<file path="src/rtl/cache_pipe_miss_stage.sv">
// Resolve stage of the pipelined L1 cache: registers the tag-stage result, answers hits
// in one cycle and runs write-back / line-fill sequences against physical memory on misses.
module cache_pipe_miss_stage #(
    parameter int WAYS      = 4,
    parameter int LINE_BITS = 256,
    parameter int ADDR_BITS = 32
) (
    input  logic                         clk,
    input  logic                         rst,
    input  logic                         req_valid_i,
    input  logic                         req_read_i,
    input  logic                         req_write_i,
    input  logic [ADDR_BITS-1:0]         req_addr_i,
    input  logic [LINE_BITS-1:0]         req_wdata_i,
    input  logic [LINE_BITS/8-1:0]       req_wmask_i,
    input  logic                         hit_i,
    input  logic [$clog2(WAYS)-1:0]      hit_way_i,
    input  logic [$clog2(WAYS)-1:0]      victim_way_i,
    input  logic                         victim_dirty_i,
    input  logic [ADDR_BITS-1:0]         victim_addr_i,
    input  logic [LINE_BITS-1:0]         cache_line_i,
    input  logic                         stall_i,
    input  logic                         pmem_resp_i,
    input  logic [LINE_BITS-1:0]         pmem_rdata_i,
    output logic                         pmem_read_o,
    output logic                         pmem_write_o,
    output logic [ADDR_BITS-1:0]         pmem_addr_o,
    output logic [LINE_BITS-1:0]         pmem_wdata_o,
    output logic                         stall_o,
    output logic                         data_we_o,
    output logic [$clog2(WAYS)-1:0]      data_way_o,
    output logic [LINE_BITS-1:0]         data_line_o,
    output logic                         dirty_set_o,
    output logic                         lru_update_o,
    output logic [$clog2(WAYS)-1:0]      lru_way_o,
    output logic                         resp_o,
    output logic [LINE_BITS-1:0]         rdata_o
);

    localparam int WB  = $clog2(WAYS);
    localparam int MB  = LINE_BITS / 8;
    localparam int OFF = $clog2(MB);
    localparam logic [ADDR_BITS-1:0] OFF_MASK = ADDR_BITS'((1 << OFF) - 1);

    typedef enum logic [1:0] {IDLE, WRITEBACK, FILL, DONE} state_t;

    state_t                 state_q, state_d;
    logic                   valid_q, read_q, write_q, hit_q, victim_dirty_q, fired_q;
    logic [ADDR_BITS-1:0]   addr_q, victim_addr_q;
    logic [LINE_BITS-1:0]   wdata_q, line_q, fill_q;
    logic [MB-1:0]          wmask_q;
    logic [WB-1:0]          hit_way_q, victim_way_q;
    logic                   load, access, miss, hit_fire;

    function automatic logic [LINE_BITS-1:0] merge(input logic [LINE_BITS-1:0] base,
                                                   input logic [LINE_BITS-1:0] wdata,
                                                   input logic [MB-1:0]        mask);
        logic [LINE_BITS-1:0] res;
        res = base;
        for (int i = 0; i < MB; i++) begin
            if (mask[i]) res[8*i +: 8] = wdata[8*i +: 8];
        end
        return res;
    endfunction

    // A request with neither read nor write set is a no-op; fired_q keeps a stalled hit from answering twice.
    assign load     = !stall_o && !stall_i;
    assign access   = valid_q && (read_q || write_q);
    assign miss     = access && !hit_q;
    assign hit_fire = (state_q == IDLE) && access && hit_q && !fired_q;

    always_ff @(posedge clk or posedge rst) begin
        if (rst) begin
            state_q        <= IDLE;
            valid_q        <= 1'b0;
            read_q         <= 1'b0;
            write_q        <= 1'b0;
            addr_q         <= '0;
            wdata_q        <= '0;
            wmask_q        <= '0;
            hit_q          <= 1'b0;
            hit_way_q      <= '0;
            victim_way_q   <= '0;
            victim_dirty_q <= 1'b0;
            victim_addr_q  <= '0;
            line_q         <= '0;
            fill_q         <= '0;
            fired_q        <= 1'b0;
        end else begin
            state_q <= state_d;
            if (load) begin
                valid_q        <= req_valid_i;
                read_q         <= req_read_i;
                write_q        <= req_write_i;
                addr_q         <= req_addr_i;
                wdata_q        <= req_wdata_i;
                wmask_q        <= req_wmask_i;
                hit_q          <= hit_i;
                hit_way_q      <= hit_way_i;
                victim_way_q   <= victim_way_i;
                victim_dirty_q <= victim_dirty_i;
                victim_addr_q  <= victim_addr_i;
                line_q         <= cache_line_i;
                fired_q        <= 1'b0;
            end else begin
                if (state_q == DONE) valid_q <= 1'b0;
                if (hit_fire) fired_q <= 1'b1;
            end
            if (state_q == FILL && pmem_resp_i) fill_q <= pmem_rdata_i;
        end
    end

    always_comb begin
        state_d      = state_q;
        pmem_read_o  = 1'b0;
        pmem_write_o = 1'b0;
        pmem_addr_o  = '0;
        pmem_wdata_o = '0;
        stall_o      = 1'b0;
        data_we_o    = 1'b0;
        data_way_o   = '0;
        data_line_o  = '0;
        dirty_set_o  = 1'b0;
        lru_update_o = 1'b0;
        lru_way_o    = '0;
        resp_o       = 1'b0;
        rdata_o      = '0;
        case (state_q)
            IDLE: begin
                if (hit_fire) begin
                    resp_o       = 1'b1;
                    rdata_o      = line_q;
                    lru_update_o = 1'b1;
                    lru_way_o    = hit_way_q;
                    if (write_q) begin
                        data_we_o   = 1'b1;
                        data_way_o  = hit_way_q;
                        data_line_o = merge(line_q, wdata_q, wmask_q);
                        dirty_set_o = 1'b1;
                    end
                end else if (miss) begin
                    stall_o = 1'b1;
                    state_d = victim_dirty_q ? WRITEBACK : FILL;
                end
            end
            WRITEBACK: begin
                stall_o      = 1'b1;
                pmem_write_o = 1'b1;
                pmem_addr_o  = victim_addr_q & ~OFF_MASK;
                pmem_wdata_o = line_q;
                if (pmem_resp_i) state_d = FILL;
            end
            FILL: begin
                stall_o     = 1'b1;
                pmem_read_o = 1'b1;
                pmem_addr_o = addr_q & ~OFF_MASK;
                if (pmem_resp_i) begin
                    data_we_o   = 1'b1;
                    data_way_o  = victim_way_q;
                    data_line_o = write_q ? merge(pmem_rdata_i, wdata_q, wmask_q) : pmem_rdata_i;
                    dirty_set_o = write_q;
                    state_d     = DONE;
                end
            end
            DONE: begin
                resp_o       = 1'b1;
                rdata_o      = fill_q;
                lru_update_o = 1'b1;
                lru_way_o    = victim_way_q;
                state_d      = IDLE;
            end
            default: state_d = IDLE;
        endcase
    end

endmodule

</file>
<file path="config.mk">
export PLATFORM = sky130hd
export DESIGN_NAME = cache_pipe_miss_stage
export DESIGN_NICKNAME = d
export VERILOG_FILES = /design/src/rtl/cache_pipe_miss_stage.sv
export SDC_FILE = /design/constraint.sdc
export NUM_CORES = 2
export LEC_CHECK = 0
export BUFFER_PORTS_ARGS = -buffer_cell sky130_fd_sc_hd__clkbuf_2
export CAP_MARGIN = 10
export CORE_AREA = 4 4 652 654
export DETAILED_ROUTE_END_ITERATION = 8
export DIE_AREA = 0 0 656 658
export GPL_TIMING_DRIVEN = 0
export PLACE_DENSITY = 0.3
export REMOVE_ABC_BUFFERS = 1
export SLEW_MARGIN = 20
export SYNTH_ARGS = -nofsm -noshare
export SYNTH_HDL_FRONTEND = slang
export SYNTH_SLANG_ARGS = --single-unit
export TNS_END_PERCENT = 10
</file>
<file path="constraint.sdc">
create_clock -name clk -period 36 [get_ports clk]
set_clock_uncertainty 0.1 [all_clocks]
set_input_delay 7.2 -clock clk [delete_from_list [all_inputs] [get_ports clk]]
set_output_delay 7.2 -clock clk [all_outputs]
set_load 0.02 [all_outputs]
</file>
# == After elaboration in Yosys (flattened, before gate mapping) ==
# Cells that the tools add are included.
# word_totals
output_inout_bits,811
input_bits,877
reg_bits,876
# op_classes
n_eq_ne,7
reduce_logical,17
muxes,102
# op_table
cell,count
2-to-1 mux 256 bit,6
one-hot mux 256 bit (2 select lines),2
2-to-1 mux 8 bit,64
one-hot mux 32 bit (2 select lines),1
2-to-1 mux 2 bit,9
2-to-1 mux 1 bit,13
inequality test 2 bit (second input constant),4
one-hot mux 1 bit (2 select lines),4
one-hot mux 2 bit (2 select lines),2
one-hot mux 2 bit (4 select lines),1
logical AND 1 bit,7
== test 2 bit (second input constant),2
logical NOT 1 bit,4
AND reduction 4 bit,1
nonzero test 2 bit,2
== test 2 x 1 -> 1 bit (second input constant),1
logical NOT 2 bit,1
OR reduction 2 bit,1
logical OR 1 bit,1

# == Logic depth before layout (Yosys ltp) ==
# logic_depth
ltp_word,10
mapped_depth,9

# == Worst setup path after synthesis ==
# Ideal clock, no wire load.
# synth_timing
path_type,input to output
start,input pmem_resp_i
end,output data_line_o[242]
arrival_time_ps,8150
path_stages,4
path_slack_ps,20550
required_time_ps,28700
cell_sequence,nand2_1 -> clkbuf_1 -> clkbuf_1 -> o22ai_1
# synth_via
elab_chain_len,2
# synth_rtl
element,line_no,source
"start, declared",23,"input logic pmem_resp_i,"
2-to-1 mux 256 bit,157,if (pmem_resp_i) begin
one-hot mux 256 bit (2 select lines),128,case (state_q)
"end, declared",32,"output logic [LINE_BITS-1:0] data_line_o,"
# Every way passes these cells.

# == Worst setup path in the final report ==
# layout_timing
start,input pmem_resp_i
end,output data_line_o[59]
# Same word-level chain as after synthesis.

==> impl_metrics.toml <==
[floorplanning]
die_h_um = 658
ios = 1688
start_util = 0.107
coreArea_um2 = 419000
die_w_um = 656
dieArea_um2 = 432000
rows = 238

[power_and_ir_drop]
clockPowerShare = 0.215
swShare = 0.441
pwr-share-seq = 0.321
power_frac_comb = 0.464
total_power_mw = 6.79
p_sw_mw = 3.00
power.density_nw_per_um2 = 102
max-vdd-ir-drop_mv = 0.0395
power.internal_mw = 3.79
cellLeakagePower_nw = 32.6

[cells_and_area]
drive_above_1_share = 0.458
design_area_um2 = 66900
nFillCells = 47068
ff_latch_area_um2 = 21700
fin_cells = 11283
syn_to_final_growth_pct = 48.7
finalNetCount = 6496
multi_input_area_um2 = 21800

[grt]
grt_pass1_vias = 42333
grt_max_degree = 87
grt_overflow = 0
track_usage = 0.145
grt_pass1_wl_um = 427000
antenna_found_initial = 155

[critical_path]
cpMostUsedCell = "buf_16"
reg2regPathDepth = 18
cp_num_buf_inv = 8
crit_type = "primary input to output port"
required_ns = 28.70
max_stage_delay_ns = 0.34
crit_chain = "clkbuf_2, nand2_4, buf_12, buf_16, buf_16, buf_16, buf_16, buf_12, o22ai_1, clkbuf_2"
critical_path.startpoint = "pmem_resp_i"
cp-endpoint = "data_line_o[59]"
critPathArrivalTime_ns = 9.95
r2r_start = "state_q[0]$_DFFE_PP0P_"
startpoint_type = "primary input"
cp-end-kind = "output port"
cp_max_fo = 51
cp.depth = 10
r2r_slack_ns = 31.42
cp_top_family = "buffers and inverters"
critPathSlowestCell = "nand2_4"
timing.rr.end = "wdata_q[92]$_DFFE_PP0P_"

[route]
post-route-drc-count = 0
final_antenna_net_count = 0
vias = 40603
drtPass1Iterations = 5
dr.max_layer_used = "met5"
met2WireLength_um = 161000
first_iter_violations = 2436
wl_met1_um = 130000
wirelength_um = 326000
dr_wl_met3_um = 23800
viasPerCell = 3.60
wl_per_cell_um = 28.9

[sta]
period_share = 0.479
rsz0062_at_grt = "no"
slew_headroom = 0.336
fin_crit_ns = 17.25
hold_viol = 0
worst_slew_pin_slew_ns = 0.996
timing.hold.ws_ns = 0.372
setup_viol = 0
tns_ns = 0
fmax_ghz = 0.0580
finalMaxSlewViolations = 0

[clocking]
numClockSinks = 866
cts.reportedPaths.clkPinSlew_ns = 0.05
htreeDepth = 4
cts_tree = "done"
cts_buffers = 144
clock_path_buffers = 4
clk_latency_ns = 0.81
root_buffer = "clkbuf_16"
post_cts_buffers = 0
cts_hold_buffers = 0
cts_resized = 0

[synth]
syn_area_um2 = 45000
synthTopCellsByCount = "866 x dfrtp_1, 806 x nand2_1, 515 x mux2i_1, 377 x mux2_2, 262 x a22o_1"
yosysMostFrequentCell = "dfrtp_1"
synth_top_area_cell = "dfrtp_1"
synth.area.top_cells = "dfrtp_1 48%, mux2i_1 11%, mux2_2 9.4%, nand2_1 6.7%, mux2_4 6.7%"
synth_warnings = 0
ys_types = 31
synth_flop_cell = "dfrtp_1"
async_reset_ff_frac = 1.00
yosysSeqAreaShare = 0.482
syn_area_per_cell_um2 = 11.3
synth_top_area_share = 0.482
ys_seq_elements = 866
synth-edff-count = 0
postSynthCellCount = 3974

[placed_design]
postPlaceCellArea_um2 = 62000
dp.cells = 10988
numPortBuffers = 1672
hpwl_um = 265000
gp_congestion = 0.866

[hold_path]
min_path_type = "flip-flop to flip-flop"

[outcome]
status = "finished, final reports clean"

[job]
maxCapViolCount = 0
-- per-stage QoR --
stage                util  setup WS [ns]
floorplan               -           4.36
global placement    0.140         -14.57
detailed placement  0.148          18.79
CTS                 0.159          18.79
global route        0.159          18.64
finish              0.160          18.75
-- worst min-delay path by stage --
stage                                         end               startpoint  cells past startpoint
final                     fill_q[186]$_DFFE_PP0P_  fill_q[186]$_DFFE_PP0P_                      2
after floorplan             fill_q[0]$_DFFE_PP0P_    fill_q[0]$_DFFE_PP0P_                      2
after detailed placement  fill_q[216]$_DFFE_PP0P_  fill_q[216]$_DFFE_PP0P_                      2
after global routing      fill_q[159]$_DFFE_PP0P_  fill_q[159]$_DFFE_PP0P_                      2
after global placement     fill_q[61]$_DFFE_PP0P_   fill_q[61]$_DFFE_PP0P_                      2
after CTS                 fill_q[216]$_DFFE_PP0P_  fill_q[216]$_DFFE_PP0P_                      2
-- registers in the layout, summed over array words and instances, names as in the netlist, 2 cells and up --
register,flops
victim_way_q,2
fill_q,256
line_q,256
wmask_q,32
victim_addr_q,27
state_q,2
wdata_q,256
hit_way_q,2
addr_q,27
-- power groups by stage --
stage          registers [mW]  logic, mW  clock network (mW)
4_1_cts                  2.21       3.23                1.54
5_1_grt                  2.26       3.37                1.57
3_3_place_gp             2.24       4.37                   0
2_1_floorplan            1.81       2.62                   0
3_5_place_dp             2.22       3.21                   0
6_report                 2.18       3.15                1.46
-- layer usage --
layer | global-route usage | vias to the layer above
met5 | 0 | -
met4 | 0.0402 | 76
met3 | 0.0464 | 482
met2 | 0.251 | 1609
met1 | 0.170 | 20949
li1 | - | 17487
-- area by class of cell --
cell class	instances	area share
tap	5520	0.103
antenna	45	0.00168
multi-input combinational	2792	0.327
clock inverter	32	0.00608
timing repair buffer	1805	0.173
sequential	866	0.324
clock buffer	218	0.0651
inverter	5	0.000393
-- placed cells by master (no fill, tap or decap), drive strengths merged --
master	n
mux2i	515
nor3	1
buf	133
diode	45
clkinv	17
o21ai	3
a22oi	27
ha	5
clkinvlp	5
o22ai	256
nand2	806
clkbuf	1890
o22a	1
nor2	37
dfrtp	866
conb	5
mux2	604
o21a	1
nand2b	3
a21oi	3
o211ai	1
a22o	262
or2	1
inv	8
and2	258
nor2b	2
o311ai	1
bufinv	7
-- worst reg2reg max path: stages, from the launching register on --
cell and delay, ns:
dfrtp_1 0.44, inv_1 0.12, ha_1 0.45, nand2b_1 0.14
nand2_1 0.11, a21oi_4 0.50, buf_16 0.24, buf_16 0.18
buf_16 0.17, buf_16 0.17, buf_16 0.17, buf_16 0.18
buf_8 0.18, buf_16 0.18, buf_16 0.18, buf_16 0.20
buf_16 0.18, buf_16 0.20, mux2_2 0.35
-- kinds of logic (layout without fill, tap and decap cells) --
logic type,count (synthesis),after routing,synth area share
muxes,1119,1119,0.283
and+or+nand+nor,1108,1108,0.107
DFF,866,866,0.482
AOI/OAI and AO/OA,555,555,0.0928
buffers and inverters,320,2060,0.0337
adders and majority gates,5,5,0.00139
other,1,50,0.0000834
(Power assumes the default switching activity.)
